$ cat config.mk
export PLATFORM = sky130hd
export DESIGN_NAME = inst_fetch_unit
export DESIGN_NICKNAME = d
export VERILOG_FILES = /design/src/rtl/inst_fetch_unit.sv
export SDC_FILE = /design/constraint.sdc
export NUM_CORES = 1
export LEC_CHECK = 0
export ABC_AREA = 1
export BUFFER_PORTS_ARGS = -buffer_cell sky130_fd_sc_hd__buf_2
export CORE_ASPECT_RATIO = 0.75
export CORE_UTILIZATION = 35
export DETAILED_ROUTE_END_ITERATION = 6
export GPL_TIMING_DRIVEN = 0
export SLEW_MARGIN = 10
export SYNTH_ARGS = -nofsm -noshare
export SYNTH_HDL_FRONTEND = slang
export SYNTH_SLANG_ARGS = --single-unit
$ cat constraint.sdc
create_clock -name clk -period 1.9 [get_ports clk]
set_input_delay 0.095 -clock clk [delete_from_list [all_inputs] [get_ports clk]]
set_output_delay 0.095 -clock clk [all_outputs]
set_load 0.02 [all_outputs]
$ cat src/rtl/inst_fetch_unit.sv
// Instruction-fetch stage: owns the PC, addresses the instruction ROM and
// registers the fetched word (plus its PC+4) into the IF/ID pipeline register.
module inst_fetch_unit #(
  parameter logic [31:0] RESET_PC = 32'h0000_0000,
  parameter logic [31:0] NOP_INST = 32'h0000_0000
) (
  input  logic        clk,
  input  logic        rst,
  input  logic        stall,
  input  logic        flush,
  input  logic        branch_taken,
  input  logic [15:0] branch_offset,
  input  logic        jump,
  input  logic [25:0] jump_index,
  input  logic [31:0] id_pc4,
  output logic [31:0] rom_addr,
  input  logic [31:0] rom_inst,
  output logic [31:0] pc,
  output logic [31:0] if_id_inst,
  output logic [31:0] if_id_pc4,
  output logic        if_id_valid
);

  logic [31:0] r_pc;
  logic [31:0] r_if_id_inst;
  logic [31:0] r_if_id_pc4;
  logic        r_if_id_valid;

  logic [31:0] w_pc_plus4;
  logic [31:0] w_branch_target;
  logic [31:0] w_jump_target;
  logic [31:0] w_pc_next;
  logic        w_redirect;

  assign w_pc_plus4      = r_pc + 32'd4;
  assign w_branch_target = id_pc4 + {{14{branch_offset[15]}}, branch_offset, 2'b00};
  assign w_jump_target   = {id_pc4[31:28], jump_index, 2'b00};
  assign w_redirect      = branch_taken | jump;

  // Redirects outrank stall; branch outranks jump when both resolve together.
  always_comb begin
    w_pc_next = w_pc_plus4;
    if (branch_taken) begin
      w_pc_next = w_branch_target;
    end else if (jump) begin
      w_pc_next = w_jump_target;
    end else if (stall) begin
      w_pc_next = r_pc;
    end
  end

  always_ff @(posedge clk) begin
    if (rst) begin
      r_pc <= RESET_PC;
    end else begin
      r_pc <= w_pc_next;
    end
  end

  // Any redirect or flush squashes the word fetched down the wrong path.
  always_ff @(posedge clk) begin
    if (rst || w_redirect || flush) begin
      r_if_id_inst  <= NOP_INST;
      r_if_id_pc4   <= 32'd0;
      r_if_id_valid <= 1'b0;
    end else if (!stall) begin
      r_if_id_inst  <= rom_inst;
      r_if_id_pc4   <= w_pc_plus4;
      r_if_id_valid <= 1'b1;
    end
  end

  assign pc          = r_pc;
  assign rom_addr    = r_pc;
  assign if_id_inst  = r_if_id_inst;
  assign if_id_pc4   = r_if_id_pc4;
  assign if_id_valid = r_if_id_valid;

endmodule

# Yosys cells after proc, flatten, opt, wreduce, memory -nomap -nowiden
# Cells that the tools add are included.
classes:
  addsub: 2
  n_mul: 0
  div_mod_pow: 0
  n_lt_le_gt_ge: 0
  n_eq_ne: 1
  shift: 0
  n_mux: 3
  bitwise: 1
  n_reduce_logical: 2
ops:
  columns: ["operator", "count"]
  rows:
  - ["32-bit two-way mux", 3]
  - ["32-bit by 3-bit adder with 32-bit output, second input constant", 1]
  - ["32-bit adder", 1]
  - ["3-bit by 1-bit inequality test with 1-bit output, second input constant", 1]
  - ["1-bit logical OR", 2]
  - ["1-bit bitwise OR", 1]
totals:
  reg_bits: 97
  latchBits: 0
  mem_bits_rw: 0
  romBits: 0
  input_bits: 112
  output_inout_bits: 129
  word_cells: 13
  mem_count: 0

# Depth between registers and ports, before layout
# Gate-level depths: netlist of run 1.
depth:
  ltp_word: 4
  depth_mapped: 14
  mapped_depth_nobuf: 14

# Least setup slack after synthesis of run 1
# No wires, ideal clock.
synth_timing:
  path_kind: "reg-to-reg"
  startpoint: "reg r_pc[2] (netlist: pc[2])"
  endpoint: "reg r_pc[18] (netlist: pc[18])"
  setup_time_ns: 0.109
  arrival_ns: 1.666
  required_ns: 1.791
  path_slack_ns: 0.125
  path_stages_with_launch: 11
  n_path_buf: 0
  period_less_slack_ns: 1.775
  path_cell_list: "dfxtp_1 > ha_1 > nand3_1 > inv_1 > nand2_2 > o21ai_1 > nand3_1 > o211ai_1 > nand3_1 > nand2_1 > inv_1"
synth_via:
  elab_chain_len: 4
synth_lines:
  columns: ["item", "line", "text"]
  rows:
  - ["from (decl)", "24", "logic [31:0] r_pc;"]
  - ["from (signal assigned)", "56", "r_pc <= w_pc_next;"]
  - ["32-bit by 3-bit adder with 32-bit output", "35", "assign w_pc_plus4 = r_pc + 32'd4;"]
  - ["32-bit two-way mux", "47", "end else if (stall) begin"]
  - ["32-bit two-way mux", "45", "end else if (jump) begin"]
  - ["32-bit two-way mux", "43", "if (branch_taken) begin"]
# Every way passes these cells. The select of a mux whose other input is x is not followed.
# A chain may end at the register's enable or synchronous reset.

# Worst setup path in the final report of run 1
layout_timing:
  startpoint: "reg r_pc[2] (netlist: pc[2])"
  endpoint: "reg r_pc[24] (netlist: pc[24])"
# The elaborated chain is that of the path after synthesis.

==> results of run 1 <==
## synthesized netlist by cell type
cell type,instances,area share
nand4_1,7,0.0061
a41oi_1,3,0.0036
nand2_4,1,0.0016
inv_2,2,0.0010
nor2_2,4,0.0035
nand3_1,91,0.063
clkbuf_1,19,0.0099
clkbuf_2,1,0.00069
nand2_1,369,0.19
inv_1,145,0.075
dfxtp_1,97,0.27
buf_4,35,0.036
xor2_1,11,0.013
xnor2_1,7,0.0085
nand3_2,1,0.0014
o21ai_1,2,0.0014
o21bai_1,4,0.0042
nand2_2,1,0.00087
buf_2,14,0.0097
nor2_8,1,0.0028
nor3_2,2,0.0028
o21ai_0,47,0.033
buf_6,1,0.0016
a21o_1,1,0.0010
buf_1,6,0.0031
nand3b_1,18,0.019
fa_1,1,0.0028
o211ai_1,23,0.024
nor2_4,4,0.0062
nor2_1,145,0.075
a31oi_1,2,0.0017
ha_1,30,0.052
a21oi_1,104,0.072
and2_1,2,0.0017
o221ai_1,2,0.0024
## sequential cells by signal, indices dropped and copies added, names as in the netlist
register,flops
if_id_inst,32
if_id_pc4,32
if_id_valid,1
pc,32
## worst reg2reg max path: stages (launching register included)
cell,delay [ns]
dfxtp_4,0.42
ha_4,0.22
inv_1,0.11
nor3_2,0.46
nand2_1,0.11
nand2_1,0.09
nand3_1,0.09
a21oi_1,0.14
a21oi_1,0.08
## routing by layer
layer	vias to the layer above	share of wire
met4	0	0.010
met5	-	0
met3	19	0.095
met1	3955	0.49
li1	4378	-
met2	354	0.41
## worst paths after layout
path / from / to / slack (ns) / depth (start not counted)
min reg2reg: if_id_inst[9]$_SDFFE_PP0N_ / if_id_inst[9]$_SDFFE_PP0N_ / 0.46 / 2
max: pc[2]$_SDFFE_PP0P_ / pc[24]$_SDFFE_PP0P_ / 0.06 / 8
min: jump_index[5] / pc[7]$_SDFFE_PP0P_ / 0.06 / 3
max reg2reg: pc[2]$_SDFFE_PP0P_ / pc[24]$_SDFFE_PP0P_ / 0.06 / 8
## cell type report
class                   count  area share
plain buffers              76      0.0467
clock buffers               9      0.0237
clock inverters             7      0.0101
inverters                 147      0.0584
multi-input cells         883       0.457
flip-flops and latches     97       0.208
well taps                 258      0.0340
repair buffers            273       0.162
## kinds of logic (layout without fill, tap and decap cells)
logic type,after synthesis,in the layout,share of synthesized area
AO/OA/AOI/OAI,188,188,0.143
XOR/XNOR,18,18,0.0218
adder cells (fa/ha/maj),31,31,0.0546
buffers and inverters,223,512,0.137
flip-flops,97,97,0.268
AND/OR/NAND/NOR,646,646,0.375
## power by group
part / switching (W) / leakage (nW) / internal, W
Combinational: 0.00111 / 4.09 / 0.000709
Sequential: 0.000178 / 0.798 / 0.00213
Clock: 0.000984 / 0.156 / 0.000971
## stage by stage
stage | TNS, ns | setup slack [ns]
3_5_place_dp | -2.39 | -0.273
2_1_floorplan | 0 | 0.125
5_1_grt | 0 | 0.00500
6_report | 0 | 0.0602
4_1_cts | 0 | 0.0222
3_3_place_gp | -2.15 | -0.222
## timing repair
| item | CTS | global route |
|---|---|---|
| endpoints found under the setup margin | 18 | 37 |
| hold buffers | 35 | 0 |
| endpoints found under the hold margin | 35 | 0 |
| resized for setup | 7 | 25 |
==> metrics.txt, run 1 <==
status finished clean; pin count of the biggest net entering global routing 23; # H-tree levels 3; Final Setup Violations 0; die area 0.0213 sq mm; synth-to-layout area growth 31.2%; GR Layer Usage met3 0.0640; CTS Sinks 97; Post-CTS Repair Setup Buffers 0; grt peak-use layer met2; Max VDD drop 0.436 mV; post-layout util 0.468; crit share post-route 0.968; Initial Util 0.357; most frequent cells in the layout nand2_1 (369), buf_2 (252), inv_1 (144), nor2_1 (143), a21oi_1 (104); RePlAce Congestion 0.933; Max stage delay on crit path 0.46 ns; vias in the first global route 7774; worst hold path class primary input to register; area occupied by multi-input gates 0.00433 sq mm; Core ar. 0.0203 sq mm; clk_skew 0.0153 ns; Ys Warns 0; first-pass GRT wire length 42.5 mm; Rel. slew slack 0.540; Port Buffers 238; Fmax 544 MHz; pwr dens 641 mW/mm^2; met2 usage 0.382; Distinct cells, synth 35; syn nets 1346; routed vias/inst 4.97; number of remaining DRC errors 0; drt total wl 27.5 mm; remaining antenna violation count 0; met1 usage 0.380; cell row count 45; chip height 127 microns; Critical Path End Type register; RSZ-0062 raised after global routing no; GR Overflow Total 0; Setup Crit Path Kind register to register; DR iter-0 viols 738; Max clock buf depth 2; min cycle time layout 1.84 ns; WP buf/inv 1; Worst path slowest cell nor3_2; Post-Syn Area 0.00724 sq mm; Final Max Tran Viols 0; CP Launch Type register; Worst-path clk slew 0.09 ns; CP Data Required Time 2.14 ns; dpl hpwl 22.3 mm; Lkg Pwr 5.04 nW; Final nets 1630; antenna violations before repair 0; Final Hold Vio Count 0; Mean Syn Cell Area 6.01 sq um; Tot GR Track Use 0.259; non-filler instance count after layout 1750; placed standard-cell area 0.00875 sq mm; crit path DAT 2.08 ns; Yosys reg bits 97; most common cell after layout, fill and taps aside nand2_1; cell family with most CP delay simple AND/OR/NAND/NOR gates; worst-margin pin slew 0.690 ns; sequential element share of the synthesized area 0.268; # fillers 2194; Total Power 0.00608 W; clk_lat worst skew 0.36 ns; TritonCTS clock tree built; hold_ws 0.0615 ns; vias post-DR 8706; max-cap violation count 0; DRT Pass-1 Iters 5; placed instance count 1699; chip width 168 microns; register area 0.00198 sq mm; post-layout instance area 0.00949 sq mm; Ports 241; crit-path cells ha_4, inv_1, nor3_2, nand2_1, nand2_1, nand3_1, a21oi_1, a21oi_1; WL/cell 15.7 microns; TritonCTS Buffers 9; CP Max Fanout 8; ant diodes 0; root buf cell clkbuf_16; Syn Inst Count 1203; share of cells above drive strength 1 0.231
Note: power is estimated with default switching activity, not from simulation.
==> run 2, diff against run 1 <==
==> constraint.sdc (replaced) <==
create_clock -name clk -period 1.9 [get_ports clk]
set_input_delay 0.285 -clock clk [delete_from_list [all_inputs] [get_ports clk]]
set_output_delay 0.285 -clock clk [all_outputs]
set_load 0.02 [all_outputs]
==> metrics.txt, run 2 (same netlist as run 1, synthesis figures left out) <==
Core ar. 0.0203 sq mm; antenna violations before repair 0; area occupied by multi-input gates 0.00437 sq mm; CP Data Required Time 2.15 ns; dpl hpwl 22.3 mm; cell row count 45; Critical Path End Type register; worst hold path class primary input to register; post-layout instance area 0.00918 sq mm; Combinational Power Share 0.294; RSZ-0062 raised after global routing no; Lkg Pwr 4.90 nW; Int Pwr 0.00377 W; worst-margin pin slew 0.682 ns; pin count of the biggest net entering global routing 23; WHS Endpoint pc[2]$_SDFFE_PP0P_; sequential share of power 0.382; FF-to-FF path depth 8; placed standard-cell area 0.00875 sq mm; DRT Pass-1 Iters 7; vias in the first global route 7560; non-filler instance count after layout 1715; Max VDD drop 0.438 mV; Port Buffers 238; Final Setup Violations 0; routed vias/inst 5.01; min cycle time layout 1.84 ns; hold_ws 0.157 ns; die area 0.0213 sq mm; CP Launch Type register; r2r endpoint pc[12]$_SDFFE_PP0P_; clk_skew 0.0160 ns; CTS Sinks 97; GR Overflow Total 0; RePlAce Congestion 0.933; Final Hold Vio Count 0; TritonCTS Buffers 9; Setup Crit Path Kind register to register; status finished clean; root buf cell clkbuf_16; Net Sw Frac 0.376; chip width 168 microns; ant diodes 0; # H-tree levels 3; pwr dens 658 mW/mm^2; TritonCTS clock tree built; vias post-DR 8585; Initial Util 0.357; # fillers 2228; register area 0.00198 sq mm; clock power share 0.324; first-pass GRT wire length 41.7 mm; hold_buf cts 0; max-cap violation count 0; Rel. slew slack 0.545; crit share post-route 0.969; Final Max Tran Viols 0; most frequent cells in the layout nand2_1 (369), buf_2 (251), inv_1 (144), nor2_1 (140), a21oi_1 (104); Ports 241; CP Max Fanout 6; DR iter-0 viols 714; synth-to-layout area growth 26.9%; Post-CTS Repair Setup Buffers 0; worst hold stages 2; Psw 0.00227 W; remaining antenna violation count 0; Worst-path clk slew 0.09 ns; clk_lat worst skew 0.36 ns; placed instance count 1699; min-delay src rst; share of cells above drive strength 1 0.245; setup slack, reg-to-reg 0.06 ns; Tot GR Track Use 0.254; most common cell after layout, fill and taps aside nand2_1; crit path DAT 2.09 ns; Max clock buf depth 2; drt total wl 27.1 mm; Final nets 1595; Worst R2R Start pc[8]$_SDFFE_PP0P_; chip height 127 microns; Fmax 543 MHz; WL/cell 15.8 microns; number of remaining DRC errors 0
## run 2: cell types whose count changed in the layout (fill, tap and decap cells not counted), sizes merged
cell and delta:
buf -1, clkbuf +1, dlygate4sd3 -35
## run 2: how the worst max path moves through the flow
stage	startpoint	end	slack, ns
after global placement	branch_offset[0]	pc[30]$_SDFFE_PP0P_	-0.37
after floorplan	branch_offset[0]	pc[10]$_SDFFE_PP0P_	0.11
after detailed placement	branch_offset[0]	pc[30]$_SDFFE_PP0P_	-0.37
final	pc[8]$_SDFFE_PP0P_	pc[12]$_SDFFE_PP0P_	0.06
after global routing	branch_offset[0]	pc[24]$_SDFFE_PP0P_	0.003
after CTS	branch_offset[0]	pc[30]$_SDFFE_PP0P_	0.006
## run 2: critical path, cell delays in order, from the launching register on
cell	delay (ns)
dfxtp_2	0.42
nand2_1	0.10
nor2_1	0.22
nand2_1	0.19
nor2_4	0.26
xnor2_1	0.21
nand2_1	0.12
a21oi_1	0.14
a21oi_1	0.07
## run 2: power groups by stage
stage          clock network (W)  registers (W)  logic [W]
3_5_place_dp                   0        0.00233    0.00174
5_1_grt                  0.00207        0.00232    0.00198
4_1_cts                  0.00200        0.00229    0.00175
2_1_floorplan                  0        0.00237    0.00108
3_3_place_gp                   0        0.00233    0.00174
6_report                 0.00196        0.00231    0.00178
## run 2: per-stage QoR
stage / total power [W] / setup TNS, ns / setup WS [ns] / util
after CTS: 0.00604 / 0 / 0.00571 / 0.448
after global routing: 0.00636 / 0 / 0.00336 / 0.453
after floorplan: 0.00344 / 0 / 0.108 / -
after global placement: 0.00407 / -4.57 / -0.368 / 0.432
final: 0.00604 / 0 / 0.0591 / 0.453
after detailed placement: 0.00408 / -4.89 / -0.370 / 0.432
## run 2: what timing repair did
item                       4_1_cts  5_1_grt
resized for setup                7       38
setup endpoints to repair       18       37
gates cloned                     0        0
## run 2: per-layer routing
metal  GRT usage  wire length, microns  vias to the layer above
met3      0.0627                  2870                       18
met5           0                     0                        -
met1       0.377                 13000                     3870
met2       0.372                 10900                      388
li1            -                     -                     4309
met4      0.0399                   227                        0
## run 2: cell type report
| cell class | instances | area share |
|---|---|---|
| clock inverters | 7 | 0.0105 |
| multi-input cells | 883 | 0.476 |
| flip-flops and latches | 97 | 0.215 |
| inverters | 147 | 0.0604 |
| plain buffers | 76 | 0.0482 |
| repair buffers | 238 | 0.130 |
| clock buffers | 9 | 0.0245 |
| well taps | 258 | 0.0352 |
==> run 3, diff against run 2 <==
- BUFFER_PORTS_ARGS: -buffer_cell sky130_fd_sc_hd__buf_2 -> -buffer_cell sky130_fd_sc_hd__buf_4
- clock period: 1.9 -> 2.2 ns (I/O delays scaled with it)
==> metrics.txt, run 3 (same netlist as run 1, synthesis figures left out) <==
first-pass GRT wire length 42.4 mm; worst-margin pin slew 0.659 ns; Total Power 0.00525 W; Max stage delay on crit path 0.46 ns; pin count of the biggest net entering global routing 21; clk_skew 0.0160 ns; die area 0.0213 sq mm; most common cell after layout, fill and taps aside nand2_1; Post-CTS Repair Setup Buffers 0; cell family with most CP delay simple AND/OR/NAND/NOR gates; Lkg Pwr 4.99 nW; Worst-path clk slew 0.08 ns; Int Pwr 0.00334 W; most frequent cells in the layout nand2_1 (369), buf_4 (273), nor2_1 (145), inv_1 (144), a21oi_1 (104); register area 0.00194 sq mm; # H-tree levels 3; DR iter-0 viols 836; worst hold path class primary input to register; Final Setup Violations 0; drt total wl 27.2 mm; TritonCTS clock tree built; CP Max Fanout 5; routed vias/inst 4.96; status finished clean; Ports 241; GR Overflow Total 0; PostCTS Resize Cnt 0; DRT Pass-1 Iters 5; crit share post-route 0.925; WP buf/inv 1; Fmax 492 MHz; chip width 168 microns; Critical Path End Type register; CP most frequent cell nand3_1; Max VDD drop 0.328 mV; Final Hold Vio Count 0; CP Launch Type primary input; synth-to-layout area growth 33.5%; hold_buf cts 0; crit-path cells buf_4, ha_1, fa_1, nand3_1, nand3_1, nand3_1, nand3_1, nand2_1, nand2_1, nand2_1, nand3_1, a21oi_1; Port Buffers 238; cell row count 45; TritonCTS Buffers 9; Core ar. 0.0203 sq mm; sequential share of power 0.377; final setup TNS 0 ns; antenna violations before repair 0; WL/cell 15.8 microns; vias in the first global route 7786; Combinational Power Share 0.314; min cycle time layout 2.03 ns; crit path DAT 2.32 ns; RePlAce Congestion 0.935; CTS Sinks 97; Max clock buf depth 2; root buf cell clkbuf_16; Worst path slowest cell fa_1; Tot GR Track Use 0.257; remaining antenna violation count 0; Final nets 1595; chip height 127 microns; Psw 0.00192 W; Net Sw Frac 0.365; dpl hpwl 22.4 mm; area occupied by multi-input gates 0.00430 sq mm; ant diodes 0; clock power share 0.309; Rel. slew slack 0.561; CP Data Required Time 2.49 ns; max-cap violation count 0; Setup Crit Path Kind primary input to register; pwr dens 544 mW/mm^2; Initial Util 0.357; clk_lat worst skew 0.36 ns; Final Max Tran Viols 0; share of cells above drive strength 1 0.223; number of remaining DRC errors 0; # fillers 2215; vias post-DR 8504; RSZ-0062 raised after global routing no
==> run 3: through the flow <==
stage / utilization / instances / cell area [sq um] / setup slack (ns) / hold WS (ns)
after floorplan: - / 1203 / 7240 / 0.363 / 0.399
after global placement: 0.461 / 1699 / 9350 / -0.126 / 0.443
after detailed placement: 0.461 / 1699 / 9350 / -0.143 / 0.448
after CTS: 0.476 / 1715 / 9650 / 0.00142 / 0.169
after global routing: 0.476 / 1715 / 9660 / 0.00286 / 0.176
final: 0.476 / 1715 / 9660 / 0.166 / 0.165
==> run 3: final timing paths <==
check,startpoint,to,slack (ns),depth (start not counted)
setup reg to reg,pc[4]$_SDFFE_PP0P_,pc[27]$_SDFFE_PP0P_,0.17,9
setup / recovery,branch_offset[0],pc[22]$_SDFFE_PP0P_,0.17,12
hold / removal,rst,pc[2]$_SDFFE_PP0P_,0.16,2
hold reg to reg,if_id_inst[9]$_SDFFE_PP0N_,if_id_inst[9]$_SDFFE_PP0N_,0.46,2
==> run 3: layout make-up <==
cell class,count,share of cell area
buffer,76,0.0459
clock buffer,9,0.0233
clock inverter,7,0.00855
inverter,147,0.0571
multi-input combinational,883,0.445
sequential,97,0.201
tap,258,0.0334
timing repair buffer,238,0.185
==> run 3: power by group through the flow <==
stage	sequential (W)	clock (W)	combinational, W
5_1_grt	0.00199	0.00171	0.00183
6_report	0.00198	0.00162	0.00165
3_5_place_dp	0.00202	0	0.00164
4_1_cts	0.00198	0.00165	0.00165
3_3_place_gp	0.00202	0	0.00163
2_1_floorplan	0.00204	0	0.000930
==> run 3: metal layers <==
layer  vias up  share of wire  track usage
met5         -              0            0
met4         0         0.0050       0.0302
met3        13           0.10       0.0596
met2       362           0.40        0.376
met1      3821           0.49        0.386
li1       4308              -            -
